--- src/rtl/matrix_transform.sv ---
// Sequencer between a point source and an external 2D matrix-multiply core: latches a request,
// collects the x'/y' result beats, narrows them and presents the point. Option: MATRIX_TRANSFORM_SAT_EN.
module matrix_transform #(
  parameter int DATA_WIDTH = 8
) (
  input  logic                           clk,
  input  logic                           rst_n,
  input  logic                           start,
  input  logic signed [DATA_WIDTH-1:0]   x_in,
  input  logic signed [DATA_WIDTH-1:0]   y_in,
  input  logic        [1:0]              transform_type,
  input  logic signed [DATA_WIDTH-1:0]   param1,
  input  logic signed [DATA_WIDTH-1:0]   param2,
  input  logic signed [2*DATA_WIDTH-1:0] matrix_result,
  input  logic                           matrix_valid,
  output logic signed [DATA_WIDTH-1:0]   x_out,
  output logic signed [DATA_WIDTH-1:0]   y_out,
  output logic        [2*DATA_WIDTH-1:0] combined_out,
  output logic                           transform_valid,
  output logic                           transform_done
);

  typedef enum logic [2:0] {IDLE, LOAD, WAIT_X, WAIT_Y, DONE} state_t;

  state_t                 state_q, state_d;
  logic [DATA_WIDTH-1:0]  x_lat_q, x_lat_d, y_lat_q, y_lat_d;
  logic [DATA_WIDTH-1:0]  param1_q, param1_d, param2_q, param2_d;
  logic [1:0]             type_q, type_d;
  logic [DATA_WIDTH-1:0]  pend_x_q, pend_x_d;
  logic [DATA_WIDTH-1:0]  x_out_q, x_out_d, y_out_q, y_out_d;
  logic                   valid_q, valid_d, done_q, done_d;

  function automatic logic [DATA_WIDTH-1:0] narrow(input logic signed [2*DATA_WIDTH-1:0] v);
`ifdef MATRIX_TRANSFORM_SAT_EN
    logic signed [2*DATA_WIDTH-1:0] max_v;
    logic signed [2*DATA_WIDTH-1:0] min_v;
    max_v = {{(DATA_WIDTH+1){1'b0}}, {(DATA_WIDTH-1){1'b1}}};
    min_v = ~max_v;
    if (v > max_v)      return {1'b0, {(DATA_WIDTH-1){1'b1}}};
    else if (v < min_v) return {1'b1, {(DATA_WIDTH-1){1'b0}}};
    else                return v[DATA_WIDTH-1:0];
`else
    return v[DATA_WIDTH-1:0];
`endif
  endfunction

  always_comb begin
    state_d  = state_q;
    x_lat_d  = x_lat_q;
    y_lat_d  = y_lat_q;
    param1_d = param1_q;
    param2_d = param2_q;
    type_d   = type_q;
    pend_x_d = pend_x_q;
    x_out_d  = x_out_q;
    y_out_d  = y_out_q;
    valid_d  = valid_q;
    done_d   = 1'b0;
    case (state_q)
      IDLE: begin
        if (start) begin
          x_lat_d  = x_in;
          y_lat_d  = y_in;
          param1_d = param1;
          param2_d = param2;
          type_d   = transform_type;
          valid_d  = 1'b0;
          state_d  = LOAD;
        end
      end
      LOAD: begin
        if (type_q == 2'b11) begin
          x_out_d = x_lat_q;
          y_out_d = y_lat_q;
          valid_d = 1'b1;
          done_d  = 1'b1;
          state_d = DONE;
        end else begin
          state_d = WAIT_X;
        end
      end
      WAIT_X: begin
        if (matrix_valid) begin
          pend_x_d = narrow(matrix_result);
          state_d  = WAIT_Y;
        end
      end
      WAIT_Y: begin
        // x' is held aside so both coordinates update on the same edge
        if (matrix_valid) begin
          x_out_d = pend_x_q;
          y_out_d = narrow(matrix_result);
          valid_d = 1'b1;
          done_d  = 1'b1;
          state_d = DONE;
        end
      end
      DONE:    state_d = IDLE;
      default: state_d = IDLE;
    endcase
  end

  always_ff @(posedge clk or negedge rst_n) begin
    if (!rst_n) begin
      state_q  <= IDLE;
      x_lat_q  <= '0;
      y_lat_q  <= '0;
      param1_q <= '0;
      param2_q <= '0;
      type_q   <= '0;
      pend_x_q <= '0;
      x_out_q  <= '0;
      y_out_q  <= '0;
      valid_q  <= 1'b0;
      done_q   <= 1'b0;
    end else begin
      state_q  <= state_d;
      x_lat_q  <= x_lat_d;
      y_lat_q  <= y_lat_d;
      param1_q <= param1_d;
      param2_q <= param2_d;
      type_q   <= type_d;
      pend_x_q <= pend_x_d;
      x_out_q  <= x_out_d;
      y_out_q  <= y_out_d;
      valid_q  <= valid_d;
      done_q   <= done_d;
    end
  end

  // Parameters are latched for the core side of the request; nothing here consumes them.
  logic unused_sink;
  assign unused_sink = ^{param1_q, param2_q, matrix_result};

  assign x_out           = x_out_q;
  assign y_out           = y_out_q;
  assign combined_out    = {x_out_q, y_out_q};
  assign transform_valid = valid_q;
  assign transform_done  = done_q;

endmodule

--- config.mk ---
export PLATFORM = sky130hd
export DESIGN_NAME = matrix_transform
export DESIGN_NICKNAME = d
export VERILOG_FILES = /design/src/rtl/matrix_transform.sv
export SDC_FILE = /design/constraint.sdc
export NUM_CORES = 1
export LEC_CHECK = 0
export BUFFER_PORTS_ARGS = -buffer_cell sky130_fd_sc_hd__buf_2
export CAP_MARGIN = 5
export CORE_MARGIN = 5
export CORE_UTILIZATION = 30
export DETAILED_ROUTE_END_ITERATION = 7
export PLACE_DENSITY = 0.65
export SETUP_SLACK_MARGIN = 0.4
export SLEW_MARGIN = 30
export SYNTH_ARGS = -nofsm -noshare
export SYNTH_HDL_FRONTEND = slang
export SYNTH_SLANG_ARGS = --single-unit
--- constraint.sdc ---
create_clock -name clk -period 2.2 [get_ports clk]
set_input_delay 0.44 -clock clk [delete_from_list [all_inputs] [get_ports clk]]
set_output_delay 0.44 -clock clk [all_outputs]
set_load 0.01 [all_outputs]
### Yosys cells after proc, flatten, opt, wreduce, memory -nomap -nowiden

Index checks and enable logic that the tools add are counted.

* memories kept: 0
* logic and storage cells: 43
* latch bits: 0
* ROM bits: 0
* bits of input ports: 54
* output and inout bits: 34
* register bits: 47
* RAM bits: 0

* shifts and indexed selects: 0
* $lt $le $gt $ge: 0
* div/mod/pow operators: 0
* multipliers: 0
* reduce and logical (&&, ||, !) cells: 8
* bitwise logic cells: 0
* mux-type cells: 18
* equal/unequal tests: 8
* add/sub/neg operators: 0

Operator list (number)
* $mux W8: 4
* $pmux W8 S2: 2
* $mux W3: 4
* $pmux W3 S4: 1
* $ne A2 B2 Y1 const B: 4
* $eq A3 B2 Y1 const B: 2
* $reduce_and A3 Y1: 2
* $mux W1: 5
* $reduce_and A2 Y1: 2
* $reduce_and A4 Y1: 1
* $eq A3 B1 Y1 const B: 1
* $logic_not A3 Y1: 1
* $pmux W1 S3: 1
* $reduce_bool A3 Y1: 1
* $eq A2 B2 Y1 const B: 1
* $pmux W1 S2: 1
* $reduce_bool A2 Y1: 1

### Longest topological paths before layout

* depth after elaboration: 3
* depth in mapped cells: 6
* gate-level depth less buffers: 3

### Worst setup path before layout

No wires, ideal clock.

* path kind: register to register
* start: register state_q[2]
* end: register x_lat_q[0]
* slack: 0.574 ns
* path buffers: 3
* clock period less this slack: 1.626 ns
* library setup time: 0.125 ns
* arrival: 1.501 ns
* cell stages (with the launch flop): 6
* cells stage by stage: dfrtp_1 -> buf_2 -> nor4b_1 -> buf_2 -> buf_4 -> mux2_2

* word-level cells in the longest chain between the ends: 2

Ends and longest elaborated chain
* start: declaration: RTL line 25 `state_t state_q, state_d;`
* start signal: assignment: RTL line 117 `state_q <= state_d;`
* $logic_not A3 Y1: RTL line 59 `case (state_q)`
* $reduce_and A2 Y1 (no source line)
* end signal: assignment: RTL line 118 `x_lat_q <= x_lat_d;`
* end: declaration: RTL line 26 `logic [DATA_WIDTH-1:0] x_lat_q, x_lat_d, y_lat_q, y_lat_d;`

Every way passes these cells.
A chain may end at the register's enable or synchronous reset.

### Worst setup path after layout

* start: register state_q[0]
* end: register x_lat_q[7]

Same word-level chain as after synthesis.

==> flow_metrics.tcl <==
set metrics [dict create \
    wire_length_of_the_first_global_routing_pass_microns 7410 \
    final.period_utilization_pct 77.9 \
    ys.warnings.count 0 \
    timing.max_slew.rel_slack_pct 67.1 \
    timing.critical_path.slowest_stage_cell "dfrtp_1" \
    final-hold-violation-count 0 \
    worst_skew_late_latency_ns 0.29 \
    post_synth_fa_ha_maj_area_fraction_pct 0 \
    fin_nets 257 \
    floorplan.die.height_microns 93.3 \
    std_cell_rows 30 \
    grt_util_all_layers_pct 11.1 \
    initial_core_util_pct 30.7 \
    design.die.area_sq_um 8710 \
    clkSinkCount 47 \
    globalRoute.totalOverflow 0 \
    synth.net_count 202 \
    fmax_mhz 583 \
    dr.pass1.iters 4 \
    crit_fanout 11 \
    ys_ff_latch 47 \
    r2r_cells 4 \
    clock_tree.buffer_depth 2 \
    worst_setup_hold_path_clk_slew_ns 0.09 \
    grt_setup_unrepaired "no" \
    drc_errors 0 \
    max_slew.worst_pin.slew_ns 0.492 \
    synth_ff_type "dfrtp_1" \
    skew_ns 0.00478 \
    cts_repair_resizes 0 \
    timing.critical_path.to_type "flop" \
    finalPower_w 0.00374 \
    vias_in_the_first_global_route 1434 \
    outcome "complete, no violations" \
    maxSlewViolCount 0 \
    tritoncts "yes" \
    critical_path_class "flop to flop" \
    tritoncts.num_buffers 5 \
    cts_root_buf "clkbuf_8" \
    cpPeakStageDelay_ns 0.42 \
    synthCells 148 \
    path_depth 4 \
    place.port_buffers 63 \
    hpwl_microns 3370 \
    avgSynthCellArea_sq_um 14.1 \
    antenna_found_initial 0 \
    antenna-diode-count 0 \
    synthMuxAreaShare_pct 14.1 \
    sequential_cell_area_fraction_in_the_yosys_report_pct 56.5 \
    hold_path.class "primary input to async pin" \
    totalNegativeSetupSlack_ns 0 \
    floorplan.core_area_sq_um 6790 \
    synth-xor-area-share_pct 0 \
    synth_simple_gate_area_share_pct 7.81 \
    power_per_cell_area_nw_per_um2 1480 \
    synth_largest_area_cell "dfrtp_1" \
    ranking_of_synthesized_cells_by_area "dfrtp_1 (56%), mux2_2 (14%), buf_4 (6.5%)" \
    final.hold.worst_slack_ns 0.0396 \
    synth_top_cell_area_share_pct 56.5 \
    power.static_leakage_nw 1.12 \
    crit_chain "buf_4 > nor4b_2 > buf_4 > mux2_2" \
    netlist-cell-type-count 26 \
    drt-vias-per-instance 4.43 \
    worstPathBufferInverterCount 2 \
    vdd_drop_max_mv 0.451 \
    die_width_microns 93.3 \
    timing.final.setup_violations 0 \
    hold_buffer_count_at_cts 0 \
    type_of_origin_of_the_critical_path "flop" \
    synth_compound_gate_area_share_pct 12.0 \
    initialDrtViolationCount 35 \
    final_antenna_net_count 0 \
    gp_routability_congestion 0.660 \
    asyncSetResetFlopFracSynth_pct 100 \
    detailroute.via_count 1330 \
    htree_num_levels 2 \
    synthToLayoutAreaGrowth_pct 21.4 \
    critical_path_arrival_ns 1.89 \
    drive_gt1_share_pct 65.7 \
    top_level_ports 88 \
    critical_path.top_delay_family "buffers and inverters" \
    wirelength_microns 4550 \
    synth.most_common_cell "dfrtp_1" \
    combinational_family_with_the_most_area_after_synthesis "multiplexers" \
    pin_count_of_the_biggest_net_entering_global_routing 18 \
    postCtsSetupRepairBufs 0 \
    synth_edf_count 0 \
    synth.cell_area_sq_um 2080 \
    worst_ep_required_time_ns 2.38 \
    netlist_top_cells_count "dfrtp_1 (47), mux2_2 (26), buf_4 (18), or2_2 (16), o221a_1 (10)" \
    drv.max_cap_violation_count 0 \
    finalWorstPathRequiredPeriod_ns 1.71 \
    routedWlPerCell_microns 15.2 \
    timing.critical_path.mode_cell "buf_4" \
]
## layer usage
metal  wire length [microns]  global-route usage, %  share of wire [%]
met1                    2100                   14.8                 46
met2                    2200                   18.0                 48
met3                     245                   3.22                5.4
met4                      14                   2.20               0.31
met5                       0                      0                  0
## cell usage in the layout, fill, tap and decap left out
| cell type | count |
|---|---|
| a211oi_1 | 1 |
| a21boi_0 | 1 |
| a21o_1 | 1 |
| a31oi_1 | 1 |
| and2_1 | 1 |
| buf_2 | 63 |
| buf_4 | 10 |
| bufinv_16 | 1 |
| clkbuf_8 | 6 |
| clkinv_2 | 1 |
| dfrtp_1 | 47 |
| inv_1 | 2 |
| inv_4 | 1 |
| mux2_2 | 26 |
| nand2_1 | 1 |
| nand4b_1 | 1 |
| nor2_1 | 1 |
| nor3b_1 | 1 |
| nor3b_2 | 1 |
| nor4b_2 | 1 |
| o21ai_0 | 1 |
| o221a_1 | 10 |
| o221a_2 | 6 |
| o41ai_1 | 1 |
| o41ai_4 | 1 |
| or2_2 | 16 |
| or4_4 | 1 |
## path summary, 6_finish.rpt
kind / slack, ns / start / to
max: 0.49 / state_q[0] / x_lat_q[7]
min: 0.04 / rst_n / state_q[0]
max reg2reg: 0.49 / state_q[0] / x_lat_q[7]
min reg2reg: 0.48 / transform_valid / transform_valid
max in group asynchronous: 1.60 / rst_n / x_out[1]
min in group clk: 0.37 / y_in[0] / y_lat_q[0]
## state kept, by name, indices dropped and copies added, names as in the netlist
name / count
x_out: 8
type_q: 2
state_q: 3
pend_x_q: 8
x_lat_q: 8
y_out: 8
transform_done: 1
y_lat_q: 8
transform_valid: 1
## per-stage QoR
step	cell area, sq um	instances	util [%]	setup slack (ns)
global route	2530	300	37.2	0.407
detailed placement	2410	292	35.5	0.491
CTS	2530	300	37.2	0.459
global placement	2400	291	35.4	0.263
floorplan	2080	148	-	0.574
finish	2530	300	37.2	0.486
## where the power goes
group	switching [W]	internal [W]
clock network	0.000285	0.000368
registers	0.000281	0.00131
logic	0.000684	0.000817
## area by class of cell
cell class	instances	area, sq um
sequential	47	1180
clock buffer	6	82.6
clock inverter	2	35.0
tap	96	120
multi-input combinational	73	712
timing repair buffer	73	390
inverter	3	13.8
fill	693	4260
## cell families (layout without fill, tap and decap cells)
| group | count (synthesis) | in the layout |
|---|---|---|
| flops | 47 | 47 |
| buf+inv | 28 | 84 |
| mux | 26 | 26 |
| simple gates | 24 | 24 |
| compound gates | 23 | 23 |
Power figures use the tool's default switching activity.
